[src/rtl/vip_pkg.sv]
// vip_pkg: shared definitions for the vip_pipe video stage.
//   - mode_e     : per-pixel processing mode (bypass / gray / binary / inverted binary)
//   - COEF_*     : BT.601-style luma weights, scaled so they sum to 256
//   - LAT        : input-to-output latency in pixel clocks, identical for syncs, de and data
`timescale 1ns/1ps
package vip_pkg;

  typedef enum logic [1:0] {
    MODE_BYPASS  = 2'd0,
    MODE_GRAY    = 2'd1,
    MODE_BIN     = 2'd2,
    MODE_BIN_INV = 2'd3
  } mode_e;

  // Weights sum to 256, so Y = sum >> 8 never exceeds 255.
  localparam int unsigned COEF_R = 77;
  localparam int unsigned COEF_G = 150;
  localparam int unsigned COEF_B = 29;

  localparam int unsigned LAT = 4;

endpackage

[src/rtl/vip_luma.sv]
// vip_luma: RGB -> 8-bit luma, two registered stages.
//   S1: expand each channel to 8 bits by MSB replication and register the weighted products.
//   S2: register the 16-bit sum; o_y is its upper byte.
// Ports:
//   clk, rst_n  pixel clock, synchronous active-low reset
//   i_rgb       {R,G,B} pixel, PIX_W bits
//   o_y         luma, valid 2 clocks after i_rgb
// Channel widths must be below 8 bits (the replicated tail is 8-W bits wide).
`timescale 1ns/1ps
module vip_luma
  import vip_pkg::*;
#(
  parameter int R_W = 5,
  parameter int G_W = 6,
  parameter int B_W = 5,
  localparam int PIX_W = R_W + G_W + B_W
) (
  input  logic             clk,
  input  logic             rst_n,
  input  logic [PIX_W-1:0] i_rgb,
  output logic [7:0]       o_y
);

  logic [R_W-1:0] w_r;
  logic [G_W-1:0] w_g;
  logic [B_W-1:0] w_b;
  logic [7:0]     w_r8, w_g8, w_b8;

  assign w_r  = i_rgb[PIX_W-1 -: R_W];
  assign w_g  = i_rgb[B_W +: G_W];
  assign w_b  = i_rgb[B_W-1:0];

  // Replicating the MSBs maps full-scale channel codes onto 8'hFF.
  assign w_r8 = {w_r, w_r[R_W-1 -: (8-R_W)]};
  assign w_g8 = {w_g, w_g[G_W-1 -: (8-G_W)]};
  assign w_b8 = {w_b, w_b[B_W-1 -: (8-B_W)]};

  logic [15:0] r_pr, r_pg, r_pb, r_sum;

  always_ff @(posedge clk) begin
    if (!rst_n) begin
      r_pr  <= '0;
      r_pg  <= '0;
      r_pb  <= '0;
      r_sum <= '0;
    end else begin
      r_pr  <= 16'(COEF_R * w_r8);
      r_pg  <= 16'(COEF_G * w_g8);
      r_pb  <= 16'(COEF_B * w_b8);
      r_sum <= r_pr + r_pg + r_pb;
    end
  end

  assign o_y = r_sum[15:8];

endmodule

[src/rtl/vip_pipe.sv]
// vip_pipe: per-pixel RGB -> luma -> bypass/gray/binary/inverted-binary stage,
// limited to a programmable ROI window, with frame-synchronous configuration.
// Ports:
//   clk, rst_n                 pixel clock, synchronous active-low reset
//   pre_frame_vsync/hsync/de   input syncs and pixel valid
//   pre_rgb, xpos, ypos        input pixel {R,G,B} and its coordinate
//   cfg_mode, cfg_thresh       mode and binary threshold, captured at vsync rise
//   cfg_win_x0/x1/y0/y1        inclusive ROI window, captured at vsync rise
//   cfg_auto                   auto-threshold request (only with VIP_AUTO_THRESH_EN)
//   post_frame_vsync/hsync/de  syncs and valid, delayed LAT clocks
//   post_rgb                   processed pixel, zero while post_frame_de is low
//   act_thresh                 threshold captured at the latest vsync rise (0 after reset)
//   frame_cnt                  vsync rises seen since reset, wraps at 16 bits
// Build option: define VIP_AUTO_THRESH_EN to derive the threshold from the
// previous frame's min/max luma when cfg_auto is set.
// Pipeline: S0 input regs -> S1 products -> S2 sum -> output reg. Mode, threshold
// and packing are applied combinationally in front of the output register.
`timescale 1ns/1ps
module vip_pipe
  import vip_pkg::*;
#(
  parameter int R_W        = 5,
  parameter int G_W        = 6,
  parameter int B_W        = 5,
  parameter int Y_W        = 8,
  parameter int POS_W      = 11,
  parameter int DEF_MODE   = 2,
  parameter int DEF_THRESH = 128,
  localparam int PIX_W     = R_W + G_W + B_W
) (
  input  logic             clk,
  input  logic             rst_n,
  input  logic             pre_frame_vsync,
  input  logic             pre_frame_hsync,
  input  logic             pre_frame_de,
  input  logic [PIX_W-1:0] pre_rgb,
  input  logic [POS_W-1:0] xpos,
  input  logic [POS_W-1:0] ypos,
  input  logic [1:0]       cfg_mode,
  input  logic [Y_W-1:0]   cfg_thresh,
  input  logic [POS_W-1:0] cfg_win_x0,
  input  logic [POS_W-1:0] cfg_win_x1,
  input  logic [POS_W-1:0] cfg_win_y0,
  input  logic [POS_W-1:0] cfg_win_y1,
  input  logic             cfg_auto,
  output logic             post_frame_vsync,
  output logic             post_frame_hsync,
  output logic             post_frame_de,
  output logic [PIX_W-1:0] post_rgb,
  output logic [Y_W-1:0]   act_thresh,
  output logic [15:0]      frame_cnt
);

  // Delay line, index 0 = S0 register; index 2 lines up with the luma output.
  logic [2:0]            r_vs_pipe, r_hs_pipe, r_de_pipe;
  logic [2:0][PIX_W-1:0] r_rgb_pipe;
  logic [1:0]            r_roi;          // [0] = S1, [1] = S2
  logic [POS_W-1:0]      r_x, r_y;

  // Active (shadow) configuration.
  mode_e            r_mode;
  logic [Y_W-1:0]   r_thresh;
  logic [POS_W-1:0] r_x0, r_x1, r_y0, r_y1;

  logic             r_post_vs, r_post_hs, r_post_de;
  logic [PIX_W-1:0] r_post_rgb;
  logic [Y_W-1:0]   r_act_thresh;
  logic [15:0]      r_frame_cnt;

  logic             w_vs_rise, w_inside;
  logic [7:0]       w_y, w_bin, w_val;
  logic [PIX_W-1:0] w_pack, w_proc;
  logic [Y_W-1:0]   w_new_thresh;

  assign w_vs_rise = pre_frame_vsync & ~r_vs_pipe[0];

  // An inverted window (x0>x1 or y0>y1) matches nothing, so the frame passes through.
  assign w_inside = (r_x >= r_x0) && (r_x <= r_x1) && (r_y >= r_y0) && (r_y <= r_y1);

  vip_luma #(.R_W(R_W), .G_W(G_W), .B_W(B_W)) u_luma (
    .clk   (clk),
    .rst_n (rst_n),
    .i_rgb (r_rgb_pipe[0]),
    .o_y   (w_y)
  );

`ifdef VIP_AUTO_THRESH_EN
  logic [7:0] r_ymin, r_ymax;
  logic       r_seen;
  logic [7:0] w_auto_thr;

  // Trackers see the pixel as it enters the output register; they restart at every frame start.
  always_ff @(posedge clk) begin
    if (!rst_n || w_vs_rise) begin
      r_ymin <= 8'hFF;
      r_ymax <= 8'h00;
      r_seen <= 1'b0;
    end else if (r_de_pipe[2]) begin
      if (w_y < r_ymin) r_ymin <= w_y;
      if (w_y > r_ymax) r_ymax <= w_y;
      r_seen <= 1'b1;
    end
  end

  assign w_auto_thr   = 8'((9'(r_ymin) + 9'(r_ymax)) >> 1);
  assign w_new_thresh = (cfg_auto && r_seen) ? w_auto_thr : cfg_thresh;
`else
  logic w_unused_auto;
  assign w_unused_auto = cfg_auto;
  assign w_new_thresh  = cfg_thresh;
`endif

  always_comb begin
    w_bin = (w_y > r_thresh) ? 8'hFF : 8'h00;
    w_val = w_y;
    case (r_mode)
      MODE_BIN:     w_val = w_bin;
      MODE_BIN_INV: w_val = ~w_bin;
      default:      w_val = w_y;
    endcase
    w_pack = {w_val[7 -: R_W], w_val[7 -: G_W], w_val[7 -: B_W]};
    w_proc = (r_mode == MODE_BYPASS || !r_roi[1]) ? r_rgb_pipe[2] : w_pack;
  end

  always_ff @(posedge clk) begin
    if (!rst_n) begin
      r_vs_pipe    <= '0;
      r_hs_pipe    <= '0;
      r_de_pipe    <= '0;
      r_rgb_pipe   <= '0;
      r_roi        <= '0;
      r_x          <= '0;
      r_y          <= '0;
      r_mode       <= mode_e'(2'(DEF_MODE));
      r_thresh     <= Y_W'(DEF_THRESH);
      r_x0         <= '0;
      r_x1         <= '1;
      r_y0         <= '0;
      r_y1         <= '1;
      r_post_vs    <= 1'b0;
      r_post_hs    <= 1'b0;
      r_post_de    <= 1'b0;
      r_post_rgb   <= '0;
      r_act_thresh <= '0;
      r_frame_cnt  <= '0;
    end else begin
      r_vs_pipe  <= {r_vs_pipe[1:0], pre_frame_vsync};
      r_hs_pipe  <= {r_hs_pipe[1:0], pre_frame_hsync};
      r_de_pipe  <= {r_de_pipe[1:0], pre_frame_de};
      r_rgb_pipe <= {r_rgb_pipe[1:0], pre_rgb};
      r_roi      <= {r_roi[0], w_inside};
      r_x        <= xpos;
      r_y        <= ypos;

      r_post_vs  <= r_vs_pipe[2];
      r_post_hs  <= r_hs_pipe[2];
      r_post_de  <= r_de_pipe[2];
      r_post_rgb <= r_de_pipe[2] ? w_proc : '0;

      if (w_vs_rise) begin
        r_mode       <= mode_e'(cfg_mode);
        r_thresh     <= w_new_thresh;
        r_act_thresh <= w_new_thresh;
        r_x0         <= cfg_win_x0;
        r_x1         <= cfg_win_x1;
        r_y0         <= cfg_win_y0;
        r_y1         <= cfg_win_y1;
        r_frame_cnt  <= r_frame_cnt + 16'd1;
      end
    end
  end

  assign post_frame_vsync = r_post_vs;
  assign post_frame_hsync = r_post_hs;
  assign post_frame_de    = r_post_de;
  assign post_rgb         = r_post_rgb;
  assign act_thresh       = r_act_thresh;
  assign frame_cnt        = r_frame_cnt;

endmodule

[config.mk]
export PLATFORM = sky130hd
export DESIGN_NAME = vip_pipe
export DESIGN_NICKNAME = d
export VERILOG_FILES = /design/src/rtl/vip_pkg.sv /design/src/rtl/vip_luma.sv /design/src/rtl/vip_pipe.sv
export SDC_FILE = /design/constraint.sdc
export NUM_CORES = 1
export LEC_CHECK = 0
export CORE_ASPECT_RATIO = 0.8
export CORE_MARGIN = 10
export CORE_UTILIZATION = 55
export DETAILED_ROUTE_END_ITERATION = 7
export GPL_ROUTABILITY_DRIVEN = 0
export PLACE_DENSITY = 0.79
export SKIP_CTS_REPAIR_TIMING = 1
export SLEW_MARGIN = 20
export SYNTH_ARGS = -nofsm -noshare
export SYNTH_HDL_FRONTEND = slang
export SYNTH_SLANG_ARGS = --single-unit
[constraint.sdc]
create_clock -name clk -period 6.4 [get_ports clk]
set_clock_uncertainty 0.2 [all_clocks]
set_input_delay 1.28 -clock clk [delete_from_list [all_inputs] [get_ports clk]]
set_output_delay 1.28 -clock clk [all_outputs]
set_load 0.05 [all_outputs]
# Yosys cells after proc, flatten, opt, wreduce, memory -nomap -nowiden
# Index checks and enable logic that the tools add are counted.
[op_classes] n_addsub=3 n_mul=3 n_lt_le_gt_ge=5 eq_ne=2 muxes=3 n_bitwise=3 reduce_logical=7
[ops] cell="16-bit adder" count=2
[ops] cell="7-bit by 8-bit multiplier with 15-bit output, first input constant" count=2
[ops] cell="11-bit greater-or-equal comparator" count=2
[ops] cell="11-bit <= comparator" count=2
[ops] cell="16-bit by 1-bit adder with 16-bit output, second input constant" count=1
[ops] cell="16-bit 2-to-1 mux" count=1
[ops] cell="8-bit case mux with 2 select lines" count=1
[ops] cell="5-bit by 8-bit multiplier with 13-bit output, first input constant" count=1
[ops] cell="8-bit greater-than comparator" count=1
[ops] cell="8-bit 2-to-1 mux" count=1
[ops] cell="8-bit NOT" count=1
[ops] cell="2-bit == test, second input constant" count=2
[ops] cell="1-bit logical AND" count=3
[ops] cell="2-bit zero test" count=1
[ops] cell="2-bit AND reduction" count=1
[ops] cell="1-bit bitwise AND" count=1
[ops] cell="1-bit zero test" count=1
[ops] cell="1-bit logical OR" count=1
[ops] cell="1-bit NOT" count=1
[word_totals] reg_bits=242 in_bits=98 out_inout_bits=43 wordCells=54

# Logic depth before layout (Yosys ltp)
[depth] word_depth=5 depth_mapped=13 depth_no_buf=13

# By module
# Synthesis repeated with hierarchy kept, for this count alone.
[unflattened] hier_cells=1244 area_unflattened_um2=11972.7
[by_module_without_submodules] module="vip_pipe" n_inst=1 cells_per_inst=730 area_per_inst_um2=7029.2 seq_area_each_um2=3423.3
[by_module_without_submodules] module="vip_luma" n_inst=1 cells_per_inst=514 area_per_inst_um2=4943.5 seq_area_each_um2=1021.0

# Worst setup path before layout
# Ideal clock, no wire load.
[synth_timing] path_kind="register to register" from="register r_rgb_pipe[9] (netlist bit)" to="register u_luma.r_pg[14]" setup_time_ns=0.134 arrival_time_ns=3.763 required_time_ns=6.066 slack_ns=2.302 stages_incl_launch_ff=14 n_path_buf=0 synth_period_minus_slack_ns=4.098 cell_sequence="dfxtp_1 ha_1 ha_1 inv_1 fa_1 fa_1 inv_1 ha_1 o21a_1 o21a_1 a311o_1 and2_4 and4b_1 or4_1"
[synth_between] elab_chain_cells=1
[synth_lines] element="start: declaration" line="vip_pipe.sv:56" rtl="logic [2:0][PIX_W-1:0] r_rgb_pipe;"
[synth_lines] element="start signal: assignment" line="vip_pipe.sv:150" rtl="r_rgb_pipe <= {r_rgb_pipe[1:0], pre_rgb};"
[synth_lines] element="7-bit by 8-bit multiplier with 15-bit output" line="vip_luma.sv:48" rtl="r_pg <= 16'(COEF_G * w_g8);"
[synth_lines] element="end signal: assignment" line="vip_luma.sv:48"
[synth_lines] element="end: declaration" line="vip_luma.sv:38" rtl="logic [15:0] r_pr, r_pg, r_pb, r_sum;"
# No other way between the ends.
# A chain may end at the register's enable or synchronous reset.

# Worst setup path in the final report
# Same ends and word-level chain as after synthesis.

==> flow_summary.yaml <==
timing:
  setup_ws_ns: 1.99
  hold_viol: 0
  relSlewSlack: 0.265
  fin_crit_sh: 0.689
  whs_ns: 0.226
  grt_setup_unrepaired: "false"
  fin_crit_ns: 4.41
  worst_pin_slew_ns: 1.10
  tns_ns: 0
  maxSlewViolCount: 0
  finalSetupViolations: 0
  fmax_mhz: 227
synth:
  yosysWarnings: 0
  ys_ff_latch: 217
  ys_seq_area_frac: 0.386
  yosys_most_used_dff: "dfxtp_1"
  synth_edf_count: 0
  synth_cell_type_count: 53
  syn_area_per_cell_sq_um: 9.30
  syn_inst: 1211
  async_flop_share: 0
  syn-num-nets: 1510
  synth_area_leader_cell: "dfxtp_1"
  synth_top_area_share: 0.386
  ys_top_cells_by_area: "dfxtp_1, ha_1, fa_1"
  netlist_area_sq_mm: 0.0113
floorplan:
  dieArea_sq_mm: 0.0266
  ios: 141
  fp.dieH_microns: 148
  die_w_microns: 180
  start_util: 0.564
  rows: 46
  core_sq_mm: 0.0200
routing:
  vias: 8382
  firstDrtPassIters: 4
  antenna_left: 0
  drcViolationCount: 0
  viasPerCell: 5.20
  avgRoutedWirePerCell_microns: 15.5
  drt_iter0_drc: 545
  wl_microns: 24900
pwr:
  power_density_mw_per_mm2: 272
  p_leak_uw: 0.00627
  ir_drop_mv: 0.204
finish:
  drive_above_1_share: 0.0371
  layout_common_cells: "dfxtp_1, ha_1, inv_1"
  final_common_cell: "dfxtp_1"
  syn2layout_area_growth_pct: 21.0
  final_area_sq_mm: 0.0136
  antennaDiodeCount: 0
  nets: 1632
setup_path:
  cpLargestDelayFamily: "adder cells"
  worstPathArrival_ns: 4.59
  startpoint_type: "flop"
  crit_type: "reg -> reg"
  crit_top_cell: "ha_1"
  rrSetupSlack_ns: 1.99
  cp_max_fo: 7
  cpPeakStageDelay_ns: 0.52
  crit_slowest_cell: "dfxtp_1"
  cp.required_ns: 6.58
  crit_buf_inv: 2
  cp_cell_sequence: "ha_1 -> ha_1 -> inv_1 -> fa_1 -> fa_1 -> inv_1 -> ha_1 -> o21a_1 -> o21a_1 -> a311o_1 -> and2_4 -> and4b_1 -> or4_1"
  crit_path_end_kind: "flop"
clock_tree:
  cts-root-buf: "clkbuf_16"
  insertion_delay_ns: 0.50
  cts.sinks: 217
  cts_made_buffers: 22
  cts.htree.levels: 1
  clk_pin_slew_ns: 0.06
  cts_tree: "built"
  clockBufferDepth: 3
global_route:
  grt_pass1_vias: 8466
  gr-total-overflow: 0
  antenna_found_initial: 0
  grt.total_usage: 0.186
  grt_first_pass_wirelength_microns: 42000
  grt_max_degree: 67
place:
  place_area_sq_mm: 0.0128
  hpwl_microns: 19000
  portBuffers: 139
  pre_cts_ws_ns: 1.98
job:
  drv_cap: 0
hold_path:
  hold_class: "reg -> reg"
status:
  status: "finished clean"
## cell usage after synthesis, drive strengths merged, types with 2 or more instances
master   number
a211oi       11
nor4         17
a2111oi       5
nor2b        10
a21boi        3
o21ai        35
or4           3
and2         84
a31oi         3
inv         139
xor2         19
nor2         82
o31ai         4
o211ai       24
o21bai        2
xnor2        14
nor3         21
and4b         2
fa           37
ha          164
nand2       113
a221o         2
nand2b        7
buf          11
and3          7
a211o         3
a21oi        64
mux2i         2
clkbuf       34
a21o         16
nand4        11
dfxtp       217
o21a         14
nand3        19
## per-stage QoR
stage	std cells	total power, uW	utilization
after floorplan	1211	2110	-
after global placement	1573	2300	0.642
after detailed placement	1573	2340	0.642
after CTS	1612	3730	0.682
after global routing	1612	3920	0.682
final	1612	3700	0.682
## path summary, 6_finish.rpt
kind,startpoint,to,depth (start not counted)
min,r_vs_pipe[1],r_vs_pipe[2],1
max,r_rgb_pipe[9],u_luma.r_pg[14],13
max reg2reg,r_rgb_pipe[9],u_luma.r_pg[14],13
min reg2reg,r_vs_pipe[1],r_vs_pipe[2],1
## registers in the layout, indices dropped and copies added, names as in the netlist, 2 cells and up
name	flops
frame_cnt	16
post_rgb	16
r_y0	11
r_de_pipe	3
u_luma.r_sum	8
r_hs_pipe	3
u_luma.r_pr	13
r_x0	11
r_rgb_pipe	48
r_vs_pipe	3
r_x1	11
r_mode	2
u_luma.r_pg	14
r_x	11
r_y	11
r_roi	2
r_thresh	8
r_y1	11
u_luma.r_pb	11
## routing by layer
metal	track usage	part of all wire
met1	0.252	0.48
met2	0.302	0.45
met3	0.0359	0.060
met4	0.0367	0.015
met5	0	0
## area by class of cell
cell class / instances / area (sq um)
Clock buffer: 25 / 582
Clock inverter: 14 / 219
Fill cell: 1565 / 6350
Inverter: 140 / 526
Multi-Input combinational cell: 809 / 6200
Sequential cell: 217 / 4340
Tap cell: 264 / 330
Timing Repair Buffer: 143 / 1420
## power breakdown
| group | total, uW | switching (uW) | internal [uW] |
|---|---|---|---|
| clock | 1380 | 525 | 860 |
| combinational | 802 | 428 | 373 |
| sequential | 1520 | 66.0 | 1450 |
| total | 3700 | 1020 | 2680 |
## cell families after synthesis
logic type,after synthesis,share of synthesized area
buffers and inverters,185,0.0640
and+or+nand+nor,380,0.165
xor gates and xnor gates,33,0.0257
AOI/OAI and AO/OA,193,0.110
adders and majority gates,201,0.248
DFF,217,0.386
muxes,2,0.00178
No activity file was read; power rests on OpenSTA's default activity.
